[config.mk]
export PLATFORM = sky130hd
export DESIGN_NAME = cache_perf_monitor
export DESIGN_NICKNAME = d
export VERILOG_FILES = /design/src/rtl/cache_perf_pkg.sv /design/src/rtl/cache_perf_chan.sv /design/src/rtl/cache_perf_monitor.sv
export SDC_FILE = /design/constraint.sdc
export NUM_CORES = 1
export LEC_CHECK = 0
export ABC_CLOCK_PERIOD_IN_PS = 12100
export CAP_MARGIN = 15
export CORE_MARGIN = 2
export CORE_UTILIZATION = 52
export DETAILED_ROUTE_END_ITERATION = 6
export PLACE_DENSITY = 0.73
export SETUP_SLACK_MARGIN = 0.05
export SKIP_LAST_GASP = 1
export SLEW_MARGIN = 10
export SYNTH_ARGS = -nofsm -noshare
export SYNTH_HDL_FRONTEND = slang
export SYNTH_HIERARCHICAL = 1
export SYNTH_SLANG_ARGS = --single-unit
[constraint.sdc]
create_clock -name clk -period 12.1 [get_ports clk]
set_clock_uncertainty 0.1 [all_clocks]
set_input_delay 2.42 -clock clk [delete_from_list [all_inputs] [get_ports clk]]
set_output_delay 2.42 -clock clk [all_outputs]
set_load 0.01 [all_outputs]
[src/rtl/cache_perf_pkg.sv]
// rtl/cache_perf_pkg.sv - shared types and register indices for the cache performance monitor.
package cache_perf_pkg;

  typedef enum logic {
    IDLE = 1'b0,
    WAIT = 1'b1
  } chan_state_e;

  typedef enum logic [1:0] {
    ACC    = 2'd0,
    MISS   = 2'd1,
    STALL  = 2'd2,
    MAXLAT = 2'd3
  } perf_reg_e;

  localparam int REG_IDX_W = 2;
  localparam int NUM_REGS  = 4;

endpackage

[src/rtl/cache_perf_chan.sv]
// rtl/cache_perf_chan.sv - one monitored channel: FSM, latency counter, counters, overflow flag.
// CACHE_PERF_SATURATE_EN selects saturating counters instead of wrapping ones.
module cache_perf_chan
  import cache_perf_pkg::*;
#(
  parameter int CNT_W   = 32,
  parameter int LAT_W   = 16,
  parameter int HIT_LAT = 0
) (
  input  logic             clk,
  input  logic             rst_n,
  input  logic             en,
  input  logic             clr,
  input  logic             access,
  input  logic             resp,
  output logic [CNT_W-1:0] acc,
  output logic [CNT_W-1:0] miss,
  output logic [CNT_W-1:0] stall,
  output logic [LAT_W-1:0] maxlat,
  output logic             ovf
);

  localparam int SUM_W = ((CNT_W > LAT_W) ? CNT_W : LAT_W) + 1;
  localparam logic [CNT_W-1:0] CNT_MAX   = {CNT_W{1'b1}};
  localparam logic [LAT_W-1:0] LAT_MAX   = {LAT_W{1'b1}};
  localparam logic [LAT_W-1:0] HIT_LAT_V = LAT_W'(HIT_LAT);

  chan_state_e      state_q, state_d;
  logic [LAT_W-1:0] lat_q;
  logic             complete;
  logic [LAT_W-1:0] comp_lat;

  always_ff @(posedge clk or negedge rst_n) begin
    if (!rst_n) state_q <= IDLE;
    else        state_q <= state_d;
  end

  always_comb begin
    state_d = state_q;
    case (state_q)
      IDLE:    if (access && !resp) state_d = WAIT;
      WAIT:    if (resp || !access) state_d = IDLE;
      default: state_d = IDLE;
    endcase
  end

  always_comb begin
    complete = 1'b0;
    comp_lat = '0;
    case (state_q)
      IDLE: complete = access && resp;
      WAIT: begin
        complete = resp;
        comp_lat = lat_q;
      end
      default: complete = 1'b0;
    endcase
  end

  // lat_q preloads to 1 while idle so entering WAIT already counts the first wait cycle.
  always_ff @(posedge clk or negedge rst_n) begin
    if (!rst_n)                 lat_q <= '0;
    else if (state_q == IDLE)   lat_q <= LAT_W'(1);
    else if (lat_q != LAT_MAX)  lat_q <= lat_q + 1'b1;
  end

  logic             is_miss;
  logic [SUM_W-1:0] stall_sum;
  logic             acc_ovf, miss_ovf, stall_ovf;

  assign is_miss   = comp_lat > HIT_LAT_V;
  assign stall_sum = SUM_W'(stall) + SUM_W'(comp_lat);
  assign acc_ovf   = (acc == CNT_MAX);
  assign miss_ovf  = is_miss && (miss == CNT_MAX);
  assign stall_ovf = stall_sum > SUM_W'(CNT_MAX);

  always_ff @(posedge clk or negedge rst_n) begin
    if (!rst_n) begin
      acc    <= '0;
      miss   <= '0;
      stall  <= '0;
      maxlat <= '0;
      ovf    <= 1'b0;
    end else if (clr) begin
      acc    <= '0;
      miss   <= '0;
      stall  <= '0;
      maxlat <= '0;
      ovf    <= 1'b0;
    end else if (complete && en) begin
`ifdef CACHE_PERF_SATURATE_EN
      acc   <= acc_ovf ? CNT_MAX : acc + 1'b1;
      if (is_miss) miss <= miss_ovf ? CNT_MAX : miss + 1'b1;
      stall <= stall_ovf ? CNT_MAX : stall_sum[CNT_W-1:0];
`else
      acc   <= acc + 1'b1;
      if (is_miss) miss <= miss + 1'b1;
      stall <= stall_sum[CNT_W-1:0];
`endif
      if (comp_lat > maxlat) maxlat <= comp_lat;
      ovf <= ovf | acc_ovf | miss_ovf | stall_ovf;
    end
  end

endmodule

[src/rtl/cache_perf_monitor.sv]
// rtl/cache_perf_monitor.sv - per-channel cache performance counters with a registered read port.
// CACHE_PERF_SATURATE_EN (in cache_perf_chan) selects saturating counters.
module cache_perf_monitor
  import cache_perf_pkg::*;
#(
  parameter int NUM_CH  = 3,
  parameter int CNT_W   = 32,
  parameter int LAT_W   = 16,
  parameter int HIT_LAT = 0
) (
  input  logic                         clk,
  input  logic                         rst_n,
  input  logic                         en,
  input  logic                         clr,
  input  logic [NUM_CH-1:0]            access,
  input  logic [NUM_CH-1:0]            resp,
  input  logic [$clog2(NUM_CH)+1:0]    rd_sel,
  output logic [CNT_W-1:0]             rd_data,
  output logic [NUM_CH-1:0]            ovf
);

  logic [CNT_W-1:0] acc_a    [NUM_CH];
  logic [CNT_W-1:0] miss_a   [NUM_CH];
  logic [CNT_W-1:0] stall_a  [NUM_CH];
  logic [LAT_W-1:0] maxlat_a [NUM_CH];

  for (genvar g = 0; g < NUM_CH; g++) begin : g_chan
    cache_perf_chan #(
      .CNT_W   (CNT_W),
      .LAT_W   (LAT_W),
      .HIT_LAT (HIT_LAT)
    ) u_chan (
      .clk    (clk),
      .rst_n  (rst_n),
      .en     (en),
      .clr    (clr),
      .access (access[g]),
      .resp   (resp[g]),
      .acc    (acc_a[g]),
      .miss   (miss_a[g]),
      .stall  (stall_a[g]),
      .maxlat (maxlat_a[g]),
      .ovf    (ovf[g])
    );
  end

  int               rd_ch;
  perf_reg_e        rd_reg;
  logic [CNT_W-1:0] rd_mux;

  // Channel indices at or beyond NUM_CH match no instance and read as zero.
  always_comb begin
    rd_ch  = int'(rd_sel >> REG_IDX_W);
    rd_reg = perf_reg_e'(rd_sel[REG_IDX_W-1:0]);
    rd_mux = '0;
    for (int i = 0; i < NUM_CH; i++) begin
      if (rd_ch == i) begin
        case (rd_reg)
          ACC:     rd_mux = acc_a[i];
          MISS:    rd_mux = miss_a[i];
          STALL:   rd_mux = stall_a[i];
          MAXLAT:  rd_mux = CNT_W'(maxlat_a[i]);
          default: rd_mux = '0;
        endcase
      end
    end
  end

  always_ff @(posedge clk or negedge rst_n) begin
    if (!rst_n) rd_data <= '0;
    else        rd_data <= rd_mux;
  end

endmodule

**Yosys cells after proc, flatten, opt, wreduce, memory -nomap -nowiden**

Index checks and enable logic that the tools add are counted.

- Register bits: 422
- Bits of input ports: 14
- Output and inout bits: 35
- Word-level logic and storage cells: 173

- Add/sub/neg operators: 12
- Magnitude comparators: 9
- Equal/unequal tests: 17
- Muxes and demuxes: 63
- Bitwise logic cells: 12
- Reduce and logical (&&, ||, !) cells: 38

Operators with widths:

| operator | count |
|---|---|
| $mux 32 | 24 |
| $pmux 32 s4 | 3 |
| $mux 16 | 18 |
| $add 32x1->32 const B | 6 |
| $eq 32x32->1 const B | 6 |
| $add 32x16->33 | 3 |
| $gt 33x32->1 const B | 3 |
| $add 16x1->16 const B | 3 |
| $gt 16x1->1 const B | 3 |
| $gt 16x16->1 | 3 |
| $ne 16x16->1 const B | 3 |
| $logic_not 32->1 | 1 |
| $reduce_bool 2->1 | 9 |
| $logic_and 1x1->1 | 12 |
| $mux 1 | 12 |
| $pmux 1 s2 | 6 |
| $reduce_and 2->1 | 6 |
| $or 1x1->1 | 9 |
| $eq 2x2->1 const B | 4 |
| $logic_not 1->1 | 6 |
| $ne 2x2->1 const B | 3 |
| $logic_or 1x1->1 | 3 |
| $not 1->1 | 3 |
| $eq 2x1->1 const B | 1 |
| $logic_not 2->1 | 1 |

**Depth between registers and ports, before layout**

Gate-level depths: netlist (run 1).

- Depth after elaboration: 7
- Gate-level depth with buffers: 16
- Gate-level depth less buffers: 10

**Modules after synthesis**

Netlist (run 1), hierarchy kept.

By module, submodules not included:

| module | instances | cells an instance | area each (µm²) | seq. area each (µm²) |
|---|---|---|---|---|
| cache_perf_chan | 3 | 960 | 8169.1 | 3253.1 |
| cache_perf_monitor | 1 | 332 | 3544.6 | 800.8 |

**Worst setup path before layout (run 1)**

OpenSTA, ideal clock, no wires.

- Path kind: in2reg
- Start: input port en
- End: register g_chan[0].u_chan.acc[29]
- Library setup time: 132 ps
- Arrival: 3828 ps
- Data required time: 11868 ps
- Path slack: 8040 ps
- Stages: 7
- Path buffers: 0
- Cell sequence: o211ai_1 > or2_2 > or4_1 > nor2_1 > nand3_1 > xor2_1 > nor2_1

- Word-level cells in the longest chain between the ends: 2

RTL lines:

| what | RTL line | text |
|---|---|---|
| start: declaration | cache_perf_monitor.sv:13 | `input logic en,` |
| $logic_and 1x1->1 | cache_perf_chan.sv:90 | `end else if (complete && en) begin` |
| $reduce_bool 2->1 (no source line) | - |  |
| end signal: assignment | cache_perf_chan.sv:96 | `acc <= acc + 1'b1;` |
| end: declaration | cache_perf_chan.sv:16 | `output logic [CNT_W-1:0] acc,` |

Every way passes these cells.
A chain may end at the register's enable or synchronous reset.

**Worst setup path in the final report (run 1)**

- Start: input port en
- End: register g_chan[0].u_chan.acc[30]

The elaborated chain is that of the path after synthesis.

==> reports/metrics.cfg, run 1 <==
[outcome]
status=finished clean

[logic_synthesis]
synth_common_cells=dfrtp_1 (422), nor2_1 (373), nand2_1 (262)
postSynthRegisterBits=422
ys.warnings.count=6
async_flop_share=1.00
seq_area_frac_synth=0.376
synthDistinctLibCells=76
synthTopCellsByArea=dfrtp_1 (38%), nor2_1 (5.0%), xnor2_1 (4.0%)
synth_top_area_cell=dfrtp_1
yosysMostFrequentCell=dfrtp_1
synth-edff-count=0
syn-instance-count=3212
synth_top_area_share=0.376
yosys_most_used_dff=dfrtp_1
syn_area_mm2=0.0281
syn_nets=3283
syn_avg_cell_area_um2=8.73

[route]
vias=25024
dr.pass1.iters=6
drt_iter0_markers=3368
wl_per_cell_um=21.2
viasPerCell=6.53
drc=0
ant_nets=0
wl_mm=81.3

[final_layout]
area_growth_pct=7.99
multi_input_area_mm2=0.0162
nNetsFinal=3174
fillers=4660
num_antenna_cells=0
drive_gt1_frac=0.0640
register_area_mm2=0.0106

[min_path]
hold_path_class=flip-flop to flip-flop
min_path_cells=2

[power]
p_seq_frac=0.451
power.leakage_uw=0.0120
pwr-share-comb=0.050
p_sw_uw=748
internal-power_uw=2410
power.share.clock=0.499
finalPower_uw=3160
vdd_ir_drop_max_mv=0.0930
swShare=0.237
power-per-cell-area_mw_per_mm2=104

[cts]
clk_pin_slew_ps=60
clock_latency_ps=610
numCtsBuffers=48
htreeDepth=2
postCtsSetupBuffers=0
cts_root_buf=clkbuf_16
cts_max_path_buffers=3
cts_resized=0
cts.sinks=422
cts_hold_buf=0
cts_tree=done

[grt]
antenna_found_initial=0
gr-total-overflow=0
track_usage=0.290
grt_pass1_vias=23470
grt_max_degree=181
grt_pass1_wl_mm=131

[timing]
period_minus_slack_ps=5030
slew_violations=0
setup_viol=0
hold_viol=0
fin_setup_tns_ps=0
max_freq_ghz=0.199
slew_headroom=0.266
period_share=0.415
rsz0062_at_grt=false
worst_slew_pin_slew_ps=1100

[critical_path]
endpoint_kind=flip-flop
startpoint_type=primary input
reg2regPathDepth=12
critPathArrivalTime_ps=5390
crit_fanout=15
path_class=primary input to flip-flop
cp.required_ps=12470

[floorplanning]
ioPinCount=49
die_h_um=236
die_area_mm2=0.0558
placeableCoreArea_mm2=0.0536
die_w_um=236
num_rows=85
start_util=0.523

[placement]
gp_congestion=0.924
dp_hpwl_mm=57.1
io_buffers=48

[job]
cap_violations=0

-- cells by family after synthesis --
kind of cell,Yosys count,share of synthesized area
AO/OA/AOI/OAI,746,0.179
flip-flops,422,0.376
adder cells (fa/ha/maj),66,0.0286
multiplexers,123,0.0662
buffers and inverters,315,0.0480
AND/OR/NAND/NOR,1300,0.227
XOR/XNOR,240,0.0749
-- critical path: stages --
cell and delay, ps:
clkdlybuf4s50_1 890, o211a_1 730, and3_1 440, nand3_1 200
nor2b_1 340, nand4_1 150, xor2_1 150, nor2_1 50
-- metal layers --
| metal | track usage | part of all wire | up-vias |
|---|---|---|---|
| met5 | 0 | 0 | - |
| met4 | 0.108 | 0.035 | 0 |
| met3 | 0.0410 | 0.083 | 158 |
| met2 | 0.437 | 0.45 | 1104 |
| met1 | 0.425 | 0.44 | 12344 |
| li1 | - | - | 11418 |
-- placed cells by master, fill, tap and decap left out, types with 45 or more instances in the layout --
| master | synthesis | routed |
|---|---|---|
| nand2_1 | 262 | 262 |
| o21ai_0 | 157 | 157 |
| xnor2_1 | 129 | 129 |
| nand3_1 | 171 | 171 |
| nand4_1 | 66 | 66 |
| or3_1 | 90 | 90 |
| nor2_1 | 373 | 373 |
| and2_1 | 45 | 45 |
| inv_1 | 87 | 87 |
| mux4_2 | 48 | 48 |
| a21oi_1 | 219 | 219 |
| clkbuf_16 | 0 | 48 |
| mux2i_1 | 54 | 54 |
| xor2_1 | 111 | 111 |
| ha_1 | 57 | 57 |
| and3_1 | 55 | 55 |
| dfrtp_1 | 422 | 422 |
| nor3_1 | 75 | 75 |
-- state kept, by name, summed over array words and instances, names as in the netlist --
register / count
g_chan.u_chan/acc: 96
g_chan.u_chan/miss: 96
g_chan.u_chan/maxlat: 48
g_chan.u_chan/ovf: 3
g_chan.u_chan/stall: 96
rd_data: 32
g_chan.u_chan/state_q: 3
g_chan.u_chan/lat_q: 48
-- metrics by stage --
stage	hold slack, ps	util	worst slack [ps]	std cells	area, um^2
2_1_floorplan	397	-	8040	3212	28100
3_3_place_gp	434	0.533	6570	3749	28600
3_5_place_dp	445	0.533	6540	3749	28600
4_1_cts	459	0.565	7210	3835	30300
5_1_grt	476	0.565	6910	3835	30300
6_report	464	0.565	7070	3835	30300
-- power by group through the flow --
stage | clock (uW) | sequential (uW) | combinational [uW]
after floorplan | 0 | 1450 | 96.1
after CTS | 1600 | 1420 | 158
after global placement | 0 | 1450 | 155
after detailed placement | 0 | 1450 | 158
final | 1580 | 1420 | 158
after global routing | 1660 | 1420 | 174
-- path summary, 6_finish.rpt --
check                                      startpoint                    endpoint  slack (ps)
max                                                en    g_chan[0].u_chan/acc[30]        7070
min                        g_chan[1].u_chan/maxlat[4]  g_chan[1].u_chan/maxlat[4]         460
max reg2reg                  g_chan[2].u_chan/state_q  g_chan[2].u_chan/stall[28]        7940
min reg2reg                g_chan[1].u_chan/maxlat[4]  g_chan[1].u_chan/maxlat[4]         460
max in group asynchronous                       rst_n   g_chan[0].u_chan/stall[9]        8560
min in group asynchronous                       rst_n  g_chan[1].u_chan/stall[21]        1740
-- layout make-up --
| class | instances | area share |
|---|---|---|
| clock inverters | 24 | 0.0117 |
| flip-flops and latches | 422 | 0.349 |
| inverters | 87 | 0.0108 |
| well taps | 696 | 0.0287 |
| multi-input cells | 2475 | 0.534 |
| repair buffers | 69 | 0.0222 |
| clock buffers | 62 | 0.0444 |
No activity file was read; power rests on OpenSTA's default activity.
==> inputs of run 2 (changes only) <==
- ABC_CLOCK_PERIOD_IN_PS: 12100 -> 4200
- PLACE_DENSITY: 0.73 -> 0.76
- clock period: 12.1 -> 4.2 ns (I/O delays scaled with it)
==> reports/metrics.cfg, run 2 (synthesis results as in run 1) <==
[outcome]
status=finished clean

[critical_path]
reg2regPathDepth=9
rr_endpoint=g_chan[0].u_chan/stall[25]
endpoint_kind=flip-flop
crit_chain=buf_4 -> and2_1 -> ha_1 -> o21a_1 -> nand4_1 -> o21bai_1 -> a2111oi_0 -> buf_4 -> mux2_1
path_common_cell=buf_4
crit_fanout=44
path_class=flip-flop to flip-flop
critPathArrivalTime_ps=4400
r2r_setup_slack_ps=190
startpoint_type=flip-flop
r2r-start=g_chan[0].u_chan/state_q
cp.required_ps=4590
max_stage_delay_ps=890
slowest_stage=a2111oi_0

[power]
power.share.clock=0.510
internal-power_uw=7140
finalPower_uw=9370
swShare=0.238
pwr-share-comb=0.052
power.leakage_uw=0.0122
p_seq_frac=0.438
power-per-cell-area_mw_per_mm2=305
p_sw_uw=2240
vdd_ir_drop_max_mv=0.262

[route]
viasPerCell=6.58
topRoutingLayerUsed=met4
ant_nets=0
dr_wl_met2_mm=37.8
vias=25485
drc=0
drt_iter0_markers=3411
wl_mm=85.1
met3_length_mm=7.84
wl_per_cell_um=22.0
dr.pass1.iters=6
wl_met1_mm=36.9

[final_layout]
reg.largest.list=g_chan.u_chan/acc x96, g_chan.u_chan/miss x96, g_chan.u_chan/stall x96
layout_commonest_cell=dfrtp_1
num_antenna_cells=0
final_cell_mix=dfrtp_1 (422), nor2_1 (373), nand2_1 (262)
area_growth_pct=9.48
drive_gt1_frac=0.0765
nNetsFinal=3209

[timing]
period_minus_slack_ps=4010
fin_setup_tns_ps=0
rsz0062_at_grt=false
slew_violations=0
max_freq_ghz=0.249
worst_slew_pin_slew_ps=1090
hold_viol=0
setup_viol=0
period_share=0.956
slew_headroom=0.271

[cts]
cts.sinks=422
numCtsBuffers=49
postCtsSetupBuffers=0
clock_latency_ps=610
cts_max_path_buffers=3
cts_tree=done
clk_pin_slew_ps=60
htreeDepth=2
cts_root_buf=clkbuf_16

[placement]
dp_hpwl_mm=60.5
io_buffers=48
gp_congestion=0.978

[grt]
track_usage=0.302
antenna_found_initial=0
grt_pass1_vias=23702
grt_pass1_wl_mm=135
grt_max_degree=116
gr-total-overflow=0

[floorplanning]
die_h_um=236
die_w_um=236
ioPinCount=49
num_rows=85
die_area_mm2=0.0558
placeableCoreArea_mm2=0.0536
start_util=0.523

[min_path]
hold_path_class=primary input to async pin

[job]
cap_violations=0

[run 2: cell count changes in the layout (fill, tap and decap cells not counted), sizes merged]
cell      delta
buf         +34
bufinv       +2
clkinvlp     +2
clkbuf       +1
clkinv       +1
inv          -1
[run 2: cell type report]
cell class	instances	area, um^2
Multi-Input combinational cell	2475	16200
Sequential cell	422	10600
Clock buffer	63	1370
Inverter	87	327
Timing Repair Buffer	103	990
Clock inverter	28	428
Fill cell	4718	22900
Tap cell	696	871
[run 2: worst max-delay path by stage]
stage | slack [ps] | start | end
floorplan | 160 | g_chan[0].u_chan/state_q | g_chan[0].u_chan/stall[12]
global placement | 150 | en | g_chan[0].u_chan/stall[21]
detailed placement | 170 | en | g_chan[0].u_chan/stall[21]
CTS | 290 | g_chan[0].u_chan/state_q | g_chan[0].u_chan/stall[31]
global route | 130 | g_chan[0].u_chan/state_q | g_chan[0].u_chan/stall[28]
finish | 190 | g_chan[0].u_chan/state_q | g_chan[0].u_chan/stall[25]
[run 2: power groups by stage]
stage          sequential (uW)  clock [uW]  combinational (uW)
6_report                  4100        4780                 491
5_1_grt                   4100        5000                 534
4_1_cts                   4100        4850                 491
3_5_place_dp              4180           0                 490
3_3_place_gp              4180           0                 482
2_1_floorplan             4170           0                 277
[run 2: through the flow]
step / hold WS, ps / instance area (um^2) / util / cells / setup WS (ps)
detailed placement: 436 / 28900 / 0.539 / 3783 / 175
floorplan: 397 / 28100 / - / 3212 / 161
global route: 60.5 / 30700 / 0.573 / 3874 / 130
CTS: 46.9 / 30700 / 0.573 / 3874 / 288
global placement: 439 / 28900 / 0.539 / 3783 / 153
finish: 49.6 / 30700 / 0.573 / 3874 / 185
[run 2: layer usage]
layer  track usage  up-vias
met4         0.101        0
li1              -    11492
met2         0.455     1216
met1         0.443    12618
met5             0        -
met3        0.0521      159
[run 2: worst max-delay path: cells and delay by family (launching register included)]
family,cells,cell delay (ps)
flip-flops,1,510
buffers and inverters,2,690
adder cells (fa/ha/maj),1,290
AO/OA/AOI/OAI,3,1490
AND/OR/NAND/NOR,2,500
multiplexers,1,310
[run 2: what timing repair did]
item / in CTS / in global routing
endpoints found under the setup margin: 0 / 1
hold endpoints to repair: 0 / 0
resized for setup: 0 / 1
hold buffers: 0 / 0
